==> src/rtl/mul_div_unit_pkg.sv <==
// Shared definitions for the iterative multiply/divide unit: operation
// encodings, FSM states and the default operand width.
package mul_div_unit_pkg;

    localparam int DEFAULT_WIDTH = 32;

    typedef enum logic [1:0] {
        OP_MULT  = 2'b00,
        OP_MULTU = 2'b01,
        OP_DIV   = 2'b10,
        OP_DIVU  = 2'b11
    } op_e;

    typedef enum logic [1:0] {
        IDLE,
        RUN,
        FIX
    } state_e;

    // The encoding puts divide in bit 1 and "unsigned" in bit 0.
    function automatic logic is_div(input op_e op);
        return op[1];
    endfunction

    function automatic logic is_signed_op(input op_e op);
        return ~op[0];
    endfunction

endpackage

==> src/rtl/mul_div_unit_if.sv <==
// Issue/result bundle between the register-file read ports, the control
// unit and the writeback path of the multiply/divide unit.
interface mul_div_unit_if
    import mul_div_unit_pkg::*;
#(
    parameter int WIDTH = DEFAULT_WIDTH
);

    logic             start;
    op_e              op;
    logic [WIDTH-1:0] a;
    logic [WIDTH-1:0] b;
    logic             busy;
    logic             done;
    logic [WIDTH-1:0] hi;
    logic [WIDTH-1:0] lo;
    logic             div_by_zero;

    modport master (
        output start, op, a, b,
        input  busy, done, hi, lo, div_by_zero
    );

    modport slave (
        input  start, op, a, b,
        output busy, done, hi, lo, div_by_zero
    );

endinterface

==> src/rtl/mul_div_unit.sv <==
// Iterative WIDTH-cycle multiplier / restoring divider sharing one
// 2*WIDTH+1 accumulator; results are sign-corrected into HI/LO in FIX.
module mul_div_unit
    import mul_div_unit_pkg::*;
#(
    parameter int WIDTH = DEFAULT_WIDTH
) (
    input  logic           clk,
    input  logic           rst,
    mul_div_unit_if.slave  bus
);

    localparam int            CW   = (WIDTH > 1) ? $clog2(WIDTH) : 1;
    localparam logic [CW-1:0] LAST = CW'(WIDTH - 1);

    state_e             state;
    state_e             next_state;
    op_e                op_q;
    logic [CW-1:0]      count;
    logic [2*WIDTH:0]   acc;
    logic [2*WIDTH:0]   acc_step;
    logic [WIDTH-1:0]   mag_a;
    logic [WIDTH-1:0]   mag_b;
    logic               neg_res;
    logic               neg_a;
    logic               dbz_q;

    // Operand conditioning at the start edge.
    logic               a_neg_in;
    logic               b_neg_in;
    logic [WIDTH-1:0]   a_mag_in;
    logic [WIDTH-1:0]   b_mag_in;

    // One iteration of either datapath.
    logic [WIDTH:0]     mul_sum;
    logic [WIDTH:0]     div_shift;
    logic [WIDTH:0]     div_rem;
    logic               div_fits;

    // Sign-corrected results presented to the HI/LO registers.
    logic [2*WIDTH-1:0] prod_mag;
    logic [2*WIDTH-1:0] prod;
    logic [WIDTH-1:0]   quo;
    logic [WIDTH-1:0]   rem;
    logic [WIDTH-1:0]   a_back;
    logic [WIDTH-1:0]   res_hi;
    logic [WIDTH-1:0]   res_lo;

    // Magnitudes are unsigned WIDTH-bit values, so -2^(WIDTH-1) maps to 2^(WIDTH-1).
    always_comb begin
        a_neg_in = is_signed_op(bus.op) & bus.a[WIDTH-1];
        b_neg_in = is_signed_op(bus.op) & bus.b[WIDTH-1];
        a_mag_in = a_neg_in ? -bus.a : bus.a;
        b_mag_in = b_neg_in ? -bus.b : bus.b;
    end

    // ------------------------------------------------------------------
    // FSM
    // ------------------------------------------------------------------
    always_ff @(posedge clk or posedge rst) begin
        if (rst) begin
            state <= IDLE;
        end else begin
            // NOTE: sequential state uses <= so every flop samples pre-edge values.
            state <= next_state;
        end
    end

    always_comb begin
        // NOTE: defaults first, so no path through the case leaves a latch.
        next_state = state;
        case (state)
            IDLE:    if (bus.start) next_state = RUN;
            RUN:     if (count == LAST) next_state = FIX;
            FIX:     next_state = IDLE;
            default: next_state = IDLE;
        endcase
    end

    // ------------------------------------------------------------------
    // Iteration step
    // ------------------------------------------------------------------
    always_comb begin
        mul_sum   = acc[2*WIDTH:WIDTH] + (acc[0] ? {1'b0, mag_a} : {(WIDTH+1){1'b0}});
        div_shift = {acc[2*WIDTH-1:WIDTH], acc[WIDTH-1]};
        div_fits  = (div_shift >= {1'b0, mag_b});
        div_rem   = div_fits ? (div_shift - {1'b0, mag_b}) : div_shift;
        if (is_div(op_q)) begin
            // Remainder in the upper half, quotient bits shift in at the bottom.
            acc_step = {div_rem, acc[WIDTH-2:0], div_fits};
        end else begin
            // Partial product in the upper half, multiplier bits shift out below.
            acc_step = {1'b0, mul_sum, acc[WIDTH-1:1]};
        end
    end

    // ------------------------------------------------------------------
    // Sign correction
    // ------------------------------------------------------------------
    always_comb begin
        prod_mag = acc[2*WIDTH-1:0];
        prod     = neg_res ? -prod_mag : prod_mag;
        quo      = neg_res ? -acc[WIDTH-1:0] : acc[WIDTH-1:0];
        rem      = neg_a ? -acc[2*WIDTH-1:WIDTH] : acc[2*WIDTH-1:WIDTH];
        a_back   = neg_a ? -mag_a : mag_a;
        if (dbz_q) begin
            res_hi = a_back;
            res_lo = '1;
        end else if (is_div(op_q)) begin
            res_hi = rem;
            res_lo = quo;
        end else begin
            res_hi = prod[2*WIDTH-1:WIDTH];
            res_lo = prod[WIDTH-1:0];
        end
    end

    // ------------------------------------------------------------------
    // Datapath and output registers
    // ------------------------------------------------------------------
    always_ff @(posedge clk or posedge rst) begin
        if (rst) begin
            op_q            <= OP_MULT;
            count           <= '0;
            acc             <= '0;
            mag_a           <= '0;
            mag_b           <= '0;
            neg_res         <= 1'b0;
            neg_a           <= 1'b0;
            dbz_q           <= 1'b0;
            bus.busy        <= 1'b0;
            bus.done        <= 1'b0;
            bus.hi          <= '0;
            bus.lo          <= '0;
            bus.div_by_zero <= 1'b0;
        end else begin
            bus.busy <= (next_state != IDLE);
            bus.done <= (state == FIX);
            case (state)
                IDLE: begin
                    if (bus.start) begin
                        op_q    <= bus.op;
                        mag_a   <= a_mag_in;
                        mag_b   <= b_mag_in;
                        neg_a   <= a_neg_in;
                        neg_res <= a_neg_in ^ b_neg_in;
                        dbz_q   <= is_div(bus.op) && (bus.b == '0);
                        count   <= '0;
                        acc     <= {{(WIDTH+1){1'b0}}, is_div(bus.op) ? a_mag_in : b_mag_in};
                    end
                end
                RUN: begin
                    acc   <= acc_step;
                    count <= count + 1'b1;
                end
                FIX: begin
                    bus.hi          <= res_hi;
                    bus.lo          <= res_lo;
                    bus.div_by_zero <= dbz_q;
                end
                default: ;
            endcase
        end
    end

endmodule

==> src/flat_wrapper.sv <==
// flat-port wrapper written by rule: the top's interface ports become plain ports
module mul_div_unit_flat import mul_div_unit_pkg::*;
#(
    parameter int WIDTH = DEFAULT_WIDTH
)
  (clk, rst, bus_start, bus_op, bus_a, bus_b, bus_busy, bus_done, bus_hi, bus_lo, bus_div_by_zero);
  mul_div_unit_if #(.WIDTH(WIDTH)) bus_i ();
  input  logic clk;
  input  logic rst;
  input wire logic [$bits(bus_i.start)-1:0] bus_start;
  input wire logic [$bits(bus_i.op)-1:0] bus_op;
  input wire logic [$bits(bus_i.a)-1:0] bus_a;
  input wire logic [$bits(bus_i.b)-1:0] bus_b;
  output wire logic [$bits(bus_i.busy)-1:0] bus_busy;
  output wire logic [$bits(bus_i.done)-1:0] bus_done;
  output wire logic [$bits(bus_i.hi)-1:0] bus_hi;
  output wire logic [$bits(bus_i.lo)-1:0] bus_lo;
  output wire logic [$bits(bus_i.div_by_zero)-1:0] bus_div_by_zero;
  assign bus_i.start = bus_start;
  assign bus_i.op = bus_op;
  assign bus_i.a = bus_a;
  assign bus_i.b = bus_b;
  assign bus_busy = bus_i.busy;
  assign bus_done = bus_i.done;
  assign bus_hi = bus_i.hi;
  assign bus_lo = bus_i.lo;
  assign bus_div_by_zero = bus_i.div_by_zero;
  mul_div_unit #(.WIDTH(WIDTH)) u_core (.clk(clk), .rst(rst), .bus(bus_i));
endmodule
==> config.mk <==
export PLATFORM = sky130hd
export DESIGN_NAME = mul_div_unit_flat
export DESIGN_NICKNAME = d
export VERILOG_FILES = /design/src/rtl/mul_div_unit_pkg.sv /design/src/rtl/mul_div_unit_if.sv /design/src/rtl/mul_div_unit.sv /design/src/flat_wrapper.sv
export SDC_FILE = /design/constraint.sdc
export NUM_CORES = 1
export LEC_CHECK = 0
export ABC_AREA = 1
export CELL_PAD_IN_SITES_DETAIL_PLACEMENT = 0
export CELL_PAD_IN_SITES_GLOBAL_PLACEMENT = 1
export CORE_MARGIN = 2
export CORE_UTILIZATION = 43
export CTS_BUF_LIST = sky130_fd_sc_hd__clkbuf_4
export DETAILED_ROUTE_END_ITERATION = 12
export PLACE_DENSITY = 0.85
export SYNTH_ARGS = -nofsm -noshare
export SYNTH_HDL_FRONTEND = slang
export SYNTH_SLANG_ARGS = --single-unit
export TNS_END_PERCENT = 50
==> constraint.sdc <==
create_clock -name clk -period 8.5 [get_ports clk]
set_input_delay 1.7 -clock clk [delete_from_list [all_inputs] [get_ports clk]]
set_output_delay 1.7 -clock clk [all_outputs]
set_load 0.02 [all_outputs]
==> results.md, run 1 <==
* Slew of the pin with the lowest slew margin at approximately 1.0 ns
* WL per Instance at 22.1 um
* Estimated wirelength of the detail-placed design at 71600 um
* Share of the yosys chip area belonging to registers at 26.5%
* Min setup slack post-route at 4.55 ns
* Worst slew margin relative to its limit at 29.9%
* Final number of hold-violating endpoints at 0
* # nets final at between 3000 and 4000
* H-tree levels at 2
* Data arrival time at the worst-slack endpoint at 4.66 ns
* First-pass GRT wire length at roughly 130000 um
* R2R setup slack at 4.72 ns
* Post-CTS setup repair buffer count at 0
* Gates resized, CTS repair at 0
* Total clock sinks at about 210
* Number of DRC violations after detailed routing at 0
* Hold_ws at 0.486 ns
* CP Capture Type: flop
* Clock buffer depth at 3
* Hold WC Path Type: flop to flop
* Power after layout at around 10 mW
* Remaining global-route overflow at 0
* Via count at about 23000
* Routability cong. at 1.08
* Setup repair after global routing missed its margin: no
* Cell with the most instances after synthesis: nand2_1
* Fraction of layout instances using a drive strength above 1 at under 10%
* Count of final max-slew check failures at 0
* Run status: finished, final reports clean
* Vertical die dimension at 217 um
* Cell Area, Synth at roughly 20000 um^2
* Syn Nets at 3426
* Hold worst-path end: u_core.bus.hi[31]$_DFFE_PP0P_
* Final clock period utilization by the worst path at 46.5%
* Count of distinct cell types in the synthesized netlist at 54
* Number of antenna violations at the first check in global routing at 1
* Highest net fanout along the worst path at 35
* Post-synthesis cell type with the largest combined area: dfrtp_1
* Maximum clock rate at 0.253 GHz
* Top-level port count at 136
* P_leak at 11.4 nW
* Buffer cell driving the clock tree root: clkbuf_4
* Post-DR vias/cell at 5.69
* Power density over the cells at approximately 470 nW/um^2
* CTS hold repair buffers at 0
* Synth area leaders: dfrtp_1, nand2_1, nand3_1
* Core region area at ~45000 um^2
* Final worst path period need at 3.95 ns
* Gate Count Post-Synth at 3284
* Die Area at 47200 um^2
* Synthesized area divided by synthesized cell count at about 6.0 um^2
* Worst VDD drop at 0.000286 V
* Count of standard-cell rows at 78
* Starting utilization of the core area at 43.3%
* Total Routed Length at 89500 um
* Inserted Clock Buffers at 61
* R2r endpoint: u_core.acc[41]$_DFFE_PP0P_
* Post-route non-filler standard cell count at between 4000 and 5000
* Placed cells at 3941
* Top-area cell type share of the netlist area at 26.5%
* ANT nets after route at 0
* Most frequent cells after synthesis: nand2_1, inv_1, nor2_1
* Port Buffer Count at 135
* Count of state elements after synthesis at 207
* Kind of critical path: input port to flop
* Vias in the first global route at 21800
* Setup_tns at 0 ns
* Setup-failing EPs final at 0
* Reported max-cap violation count at 0
* Total global-route track usage at a little under two fifths
* Async S/R FF share, synth at 100%
* Layout filler cell count at between 4000 and 5000
* Setup crit start kind: input port
* Dominant synthesized flop cell: dfrtp_1
* Clk Latency, worst-skew pair at 0.85 ns
* Required arrival time at the worst endpoint at 9.21 ns
* CTS tree: built
* Start of the worst register-to-register path: u_core.acc[0]$_DFFE_PP0P_
* Warnings from Yosys at 0
* Chip Width at about 220 um
* DR pass1 iterations at 9
* Area growth syn-to-layout at 13.4%
* Pin count of the biggest net entering global routing at 107
* Drt first-iter violations at 2403
* CTS clock-pin slew for the worst setup and hold paths at about 0.070 ns
* Post-route clock skew at 0.0609 ns
* Min-Delay Startpoint: u_core.bus.hi[31]$_DFFE_PP0P_
* Worst Reg-to-Reg Cells at 17
* Placement-stage worst setup slack at roughly 3.8 ns
* Post-synth EDFFs at 0
* Min-Delay Path Depth at 2
==> cell usage in the layout (no fill, tap or decap), types with 4 or more instances in the layout <==
cell type | Yosys | layout
nand3_1 | 369 | 369
xnor2_1 | 15 | 15
clkinv_2 | 0 | 4
o21bai_1 | 7 | 7
ha_1 | 71 | 71
nor2_4 | 4 | 7
a22oi_1 | 7 | 7
a21oi_1 | 182 | 182
nand2_2 | 14 | 14
nor3_1 | 31 | 31
a21o_1 | 4 | 4
nor4_1 | 6 | 6
nand4_1 | 44 | 44
o21ai_1 | 8 | 8
clkdlybuf4s50_1 | 0 | 135
o21ai_0 | 196 | 196
o22ai_1 | 15 | 15
nor2_1 | 387 | 383
xor2_1 | 61 | 61
nand3b_1 | 12 | 12
clkinv_1 | 4 | 18
o211ai_1 | 13 | 13
dfrtp_1 | 207 | 206
buf_4 | 2 | 30
inv_1 | 440 | 439
clkbuf_4 | 0 | 83
a31oi_1 | 51 | 51
nand2_1 | 966 | 966
or2_2 | 6 | 6
nor2_2 | 10 | 11
nand3_2 | 6 | 6
inv_2 | 5 | 5
==> logic make-up after synthesis <==
logic type | share of synthesized area, %
compound gates | 13.9
xor+xnor | 3.40
fa+ha+maj | 4.74
buf+inv | 11.0
flops | 26.5
simple gates | 40.5
==> metal layers <==
| metal | share of wire, % | up-vias | track usage [%] | routed length (um) |
|---|---|---|---|---|
| li1 | - | 10900 | - | - |
| met4 | 6.5 | 0 | 21.4 | 5820 |
| met5 | 0 | - | 0 | 0 |
| met3 | 8.1 | 233 | 5.39 | 7290 |
| met1 | 42 | 10700 | 49.8 | 37500 |
| met2 | 43 | 1161 | 59.1 | 38900 |
==> critical path, cell delays in order <==
cell,delay (ns)
clkdlybuf4s50_1,0.52
inv_1,0.10
nand2_1,0.38
clkinv_1,0.92
o21ai_0,0.39
xor2_1,0.22
nand2_1,0.07
nand2_1,0.10
a21oi_1,0.05
o31ai_1,0.19
==> worst max-delay path by stage <==
stage | startpoint | to | slack (ns) | cells after the start
2_1_floorplan | rst | u_core.acc[0]$_DFFE_PP0P_ | 1.15 | 1
3_3_place_gp | bus_op[0] | u_core.acc[6]$_DFFE_PP0P_ | 3.83 | 10
3_5_place_dp | bus_op[0] | u_core.acc[6]$_DFFE_PP0P_ | 3.79 | 10
4_1_cts | bus_op[0] | u_core.acc[6]$_DFFE_PP0P_ | 4.69 | 10
5_1_grt | bus_op[0] | u_core.acc[9]$_DFFE_PP0P_ | 4.29 | 10
6_report | bus_op[0] | u_core.acc[6]$_DFFE_PP0P_ | 4.55 | 10
==> through the flow <==
stage               area (um^2)  utilization (%)
floorplan                 19600                -
global placement          21500             47.5
detailed placement        21500             47.5
CTS                       22200             49.1
global route              22200             49.1
finish                    22200             49.1
==> where the power goes <==
group / internal (mW) / leakage (nW) / switching (mW)
logic: 2.36 / 8.35 / 4.90
registers: 1.46 / 2.58 / 0.813
clock network: 0.449 / 0.424 / 0.480
==> state kept, by name, indices dropped and copies added, names as in the netlist <==
| signal | cells |
|---|---|
| u_core.count | 5 |
| u_core.bus.done | 1 |
| u_core.bus.busy | 1 |
| u_core.bus.div_by_zero | 1 |
| u_core.neg_res | 1 |
| u_core.state | 2 |
| u_core.bus.hi | 32 |
| u_core.mag_a | 32 |
| u_core.dbz_q | 1 |
| u_core.neg_a | 1 |
| u_core.bus.lo | 32 |
| u_core.mag_b | 32 |
| u_core.op_q | 1 |
| u_core.acc | 65 |
==> final cells by class <==
| class | instances | area [um^2] | share of cell area [%] |
|---|---|---|---|
| clock buffers | 83 | 623 | 2.81 |
| repair buffers | 165 | 1580 | 7.11 |
| multi-input cells | 2519 | 12300 | 55.3 |
| flip-flops and latches | 207 | 5180 | 23.4 |
| inverters | 450 | 1700 | 7.66 |
| well taps | 600 | 751 | 3.38 |
| clock inverters | 20 | 88.8 | 0.400 |
| diodes | 1 | 2.50 | 0.0113 |
Note: power is estimated with default switching activity, not from simulation.
==> run 2: changes to the inputs <==
Settings changed: CORE_UTILIZATION 43 to 39, PLACE_DENSITY 0.85 to 0.82.
Clock period 8.5 ns to 3.35 ns, I/O delays scaled along.
==> results.md, run 2 (same netlist as run 1, synthesis figures left out) <==
* CP Capture Type: flop
* Final clock period utilization by the worst path at 84.0%
* Buffer cell driving the clock tree root: clkbuf_4
* Worst VDD drop at 0.000397 V (+39%)
* Total Routed Length at 92300 um (+3.1%)
* Post-route standard cell area excluding fillers at 22900 um^2 (+3.0%)
* Area post-placement at 22100 um^2 (+2.8%)
* P_leak at 11.7 nW (+2.9%)
* Final number of hold-violating endpoints at 0 (unchanged)
* Setup-failing EPs final at 0 (unchanged)
* Via count at 23200 (+0.82%)
* Maximum clock rate at approximately 0.36 GHz
* Number of flip-flops in the largest register at 65 (unchanged)
* Starting utilization of the core area at 39.2% (-4.1 points)
* Setup crit start kind: flop
* First-pass GRT wire length at 137000 um (+2.7%)
* Register name with the most flops: u_core.acc
* Vias in the first global route at 21800 (-0.11%)
* Gates resized, CTS repair at 0 (unchanged)
* Share of power burned in combinational logic at 71.8% (+2.4 points)
* Placement-stage worst setup slack at 0.362 ns (-3.42 ns)
* Number of antenna violations at the first check in global routing at 1 (unchanged)
* Top library cells by usage in the layout, fill and taps aside: nand2_1, inv_1, nor2_1
* Drt first-iter violations at 2197 (-8.6%)
* Internal Power at 11.3 mW (+160%)
* Highest net fanout along the worst path at 34 (-2.9%)
* H-tree levels at 3 (+1)
* Post-CTS setup repair buffer count at 0 (unchanged)
* Required arrival time at the worst endpoint at 4.06 ns (-5.15 ns)
* Crit-path slowest cell: fa_1
* Count of final max-slew check failures at 0 (unchanged)
* Inserted Clock Buffers at 66 (+8.2%)
* Total global-route track usage at 34.9% (-2.8 points)
* CTS tree: built
* ANT nets after route at 0 (unchanged)
* Count of standard-cell rows at 82 (+5.1%)
* Switching fraction of total power at 58.7% (-0.53 points)
* Count of buffering cells on the critical path with inverters included at 3 (unchanged)
* Die Area at 52000 um^2 (+10%)
* Total clock sinks at 207 (unchanged)
* Clk network pwr share at 9.3% (+0.4 points)
* Final worst path period need at between 2 and 3 ns
* Post-DR vias/cell at 5.54 (-2.5%)
* Run status: finished, final reports clean
* Worst Reg-to-Reg Cells at 15 (-2)
* Reported max-cap violation count at 0 (unchanged)
* Setup repair after global routing missed its margin: no
* Slew of the pin with the lowest slew margin at 0.787 ns (-0.263 ns)
* Worst slew margin relative to its limit at 47.2% (+17 points)
* Power density over the cells at 1200 nW/um^2 (+150%)
* Reg power frac at 18.9% (-2.8 points)
* Net switching power at 16.0 mW (+160%)
* Top Family by Delay on Critical Path: simple AND/OR/NAND/NOR gates
* Post-route clock skew at 0.0624 ns (+0.00149 ns)
* # nets final at 3607 (+1.7%)
* Remaining global-route overflow at 0 (unchanged)
* Routability cong. at 1.03 (-4.5%)
* DR pass1 iterations at 6 (-3)
* Port Buffer Count at 135 (unchanged)
* Number of DRC violations after detailed routing at 0 (unchanged)
* Data arrival time at the worst-slack endpoint at 3.52 ns (-1.14 ns)
* Pin count of the biggest net entering global routing at 107 (unchanged)
* CTS clock-pin slew for the worst setup and hold paths at 0.07 ns (about the same)
* Most common cell after layout, fill and taps aside: nand2_1
* CP cell instances: buf_12 > nand2_1 > fa_1 > inv_1 > nand2_1 > o21ai_0 > buf_4 > nand2_1 > nand2_1 > nand2_1 > nand2_1 > o21ai_0 > o21ai_0 > nand3_1 > nand2_1
* Hold WC Path Type: input port to async pin
* Clk Latency, worst-skew pair at 0.82 ns (-0.03 ns)
* CTS hold repair buffers at 0 (unchanged)
* Estimated wirelength of the detail-placed design at 75000 um (+4.9%)
* Clock buffer depth at 3 (unchanged)
* Top-level port count at 136 (unchanged)
* Chip Width at 228 um (+4.9%)
* Core region area at 49900 um^2 (+10%)
* Critical path depth in cells at 15 (+5)
* Crit path largest cell delay at 0.41 ns (-0.51 ns)
* Min setup slack post-route at 0.537 ns (-4.01 ns)
* Fraction of layout instances using a drive strength above 1 at 7.04% (+1.8 points)
* WL per Instance at 22.1 um (-0.30%)
* Vertical die dimension at 228 um (+4.9%)
* Cell repeated most along the worst path: nand2_1
* Kind of critical path: flop to flop
* Area growth syn-to-layout at 16.8%
## run 2: metrics by stage
step	cells	TNS [ns]	utilization, %	hold WS [ns]	total power, mW
6_report	4182	0	45.8	0.260	27.3
3_3_place_gp	4069	0	44.3	0.464	24.3
5_1_grt	4182	0	45.8	0.290	29.5
3_5_place_dp	4069	0	44.3	0.474	24.3
2_1_floorplan	3284	-1.29	-	0.422	17.2
4_1_cts	4181	0	45.8	0.223	26.9
## run 2: cell type report
| class | instances | area (um^2) |
|---|---|---|
| diodes | 1 | 2.50 |
| clock buffers | 85 | 638 |
| clock inverters | 27 | 136 |
| fillers | 5582 | 27000 |
| inverters | 450 | 1700 |
| multi-input cells | 2519 | 12300 |
| flip-flops and latches | 207 | 5180 |
| well taps | 672 | 841 |
| repair buffers | 221 | 2100 |
## run 2: worst paths after layout
| kind | from | endpoint | slack [ns] |
|---|---|---|---|
| worst max-delay path | u_core.acc[0]$_DFFE_PP0P_ | u_core.acc[47]$_DFFE_PP0P_ | 0.54 |
| worst max register to register | u_core.acc[0]$_DFFE_PP0P_ | u_core.acc[47]$_DFFE_PP0P_ | 0.54 |
| max in group asynchronous | rst | u_core.mag_b[26]$_DFFE_PP0P_ | 2.20 |
| min in group clk | u_core.bus.hi[31]$_DFFE_PP0P_ | u_core.bus.hi[31]$_DFFE_PP0P_ | 0.49 |
| worst min-delay path | rst | u_core.bus.hi[9]$_DFFE_PP0P_ | 0.26 |
| worst min register to register | u_core.bus.hi[31]$_DFFE_PP0P_ | u_core.bus.hi[31]$_DFFE_PP0P_ | 0.49 |
## run 2: power groups by stage
stage	combinational (mW)	sequential, mW	clock [mW]
2_1_floorplan	12.1	5.05	0
3_3_place_gp	19.1	5.11	0
3_5_place_dp	19.1	5.14	0
4_1_cts	19.2	5.10	2.58
5_1_grt	21.6	5.26	2.71
6_report	19.6	5.18	2.53
## run 2: metal layers
metal  track usage, %  routed length [um]
met5                0                   0
met4             15.4                4160
met3             4.63                6790
met2             53.7               39800
met1             49.0               41500
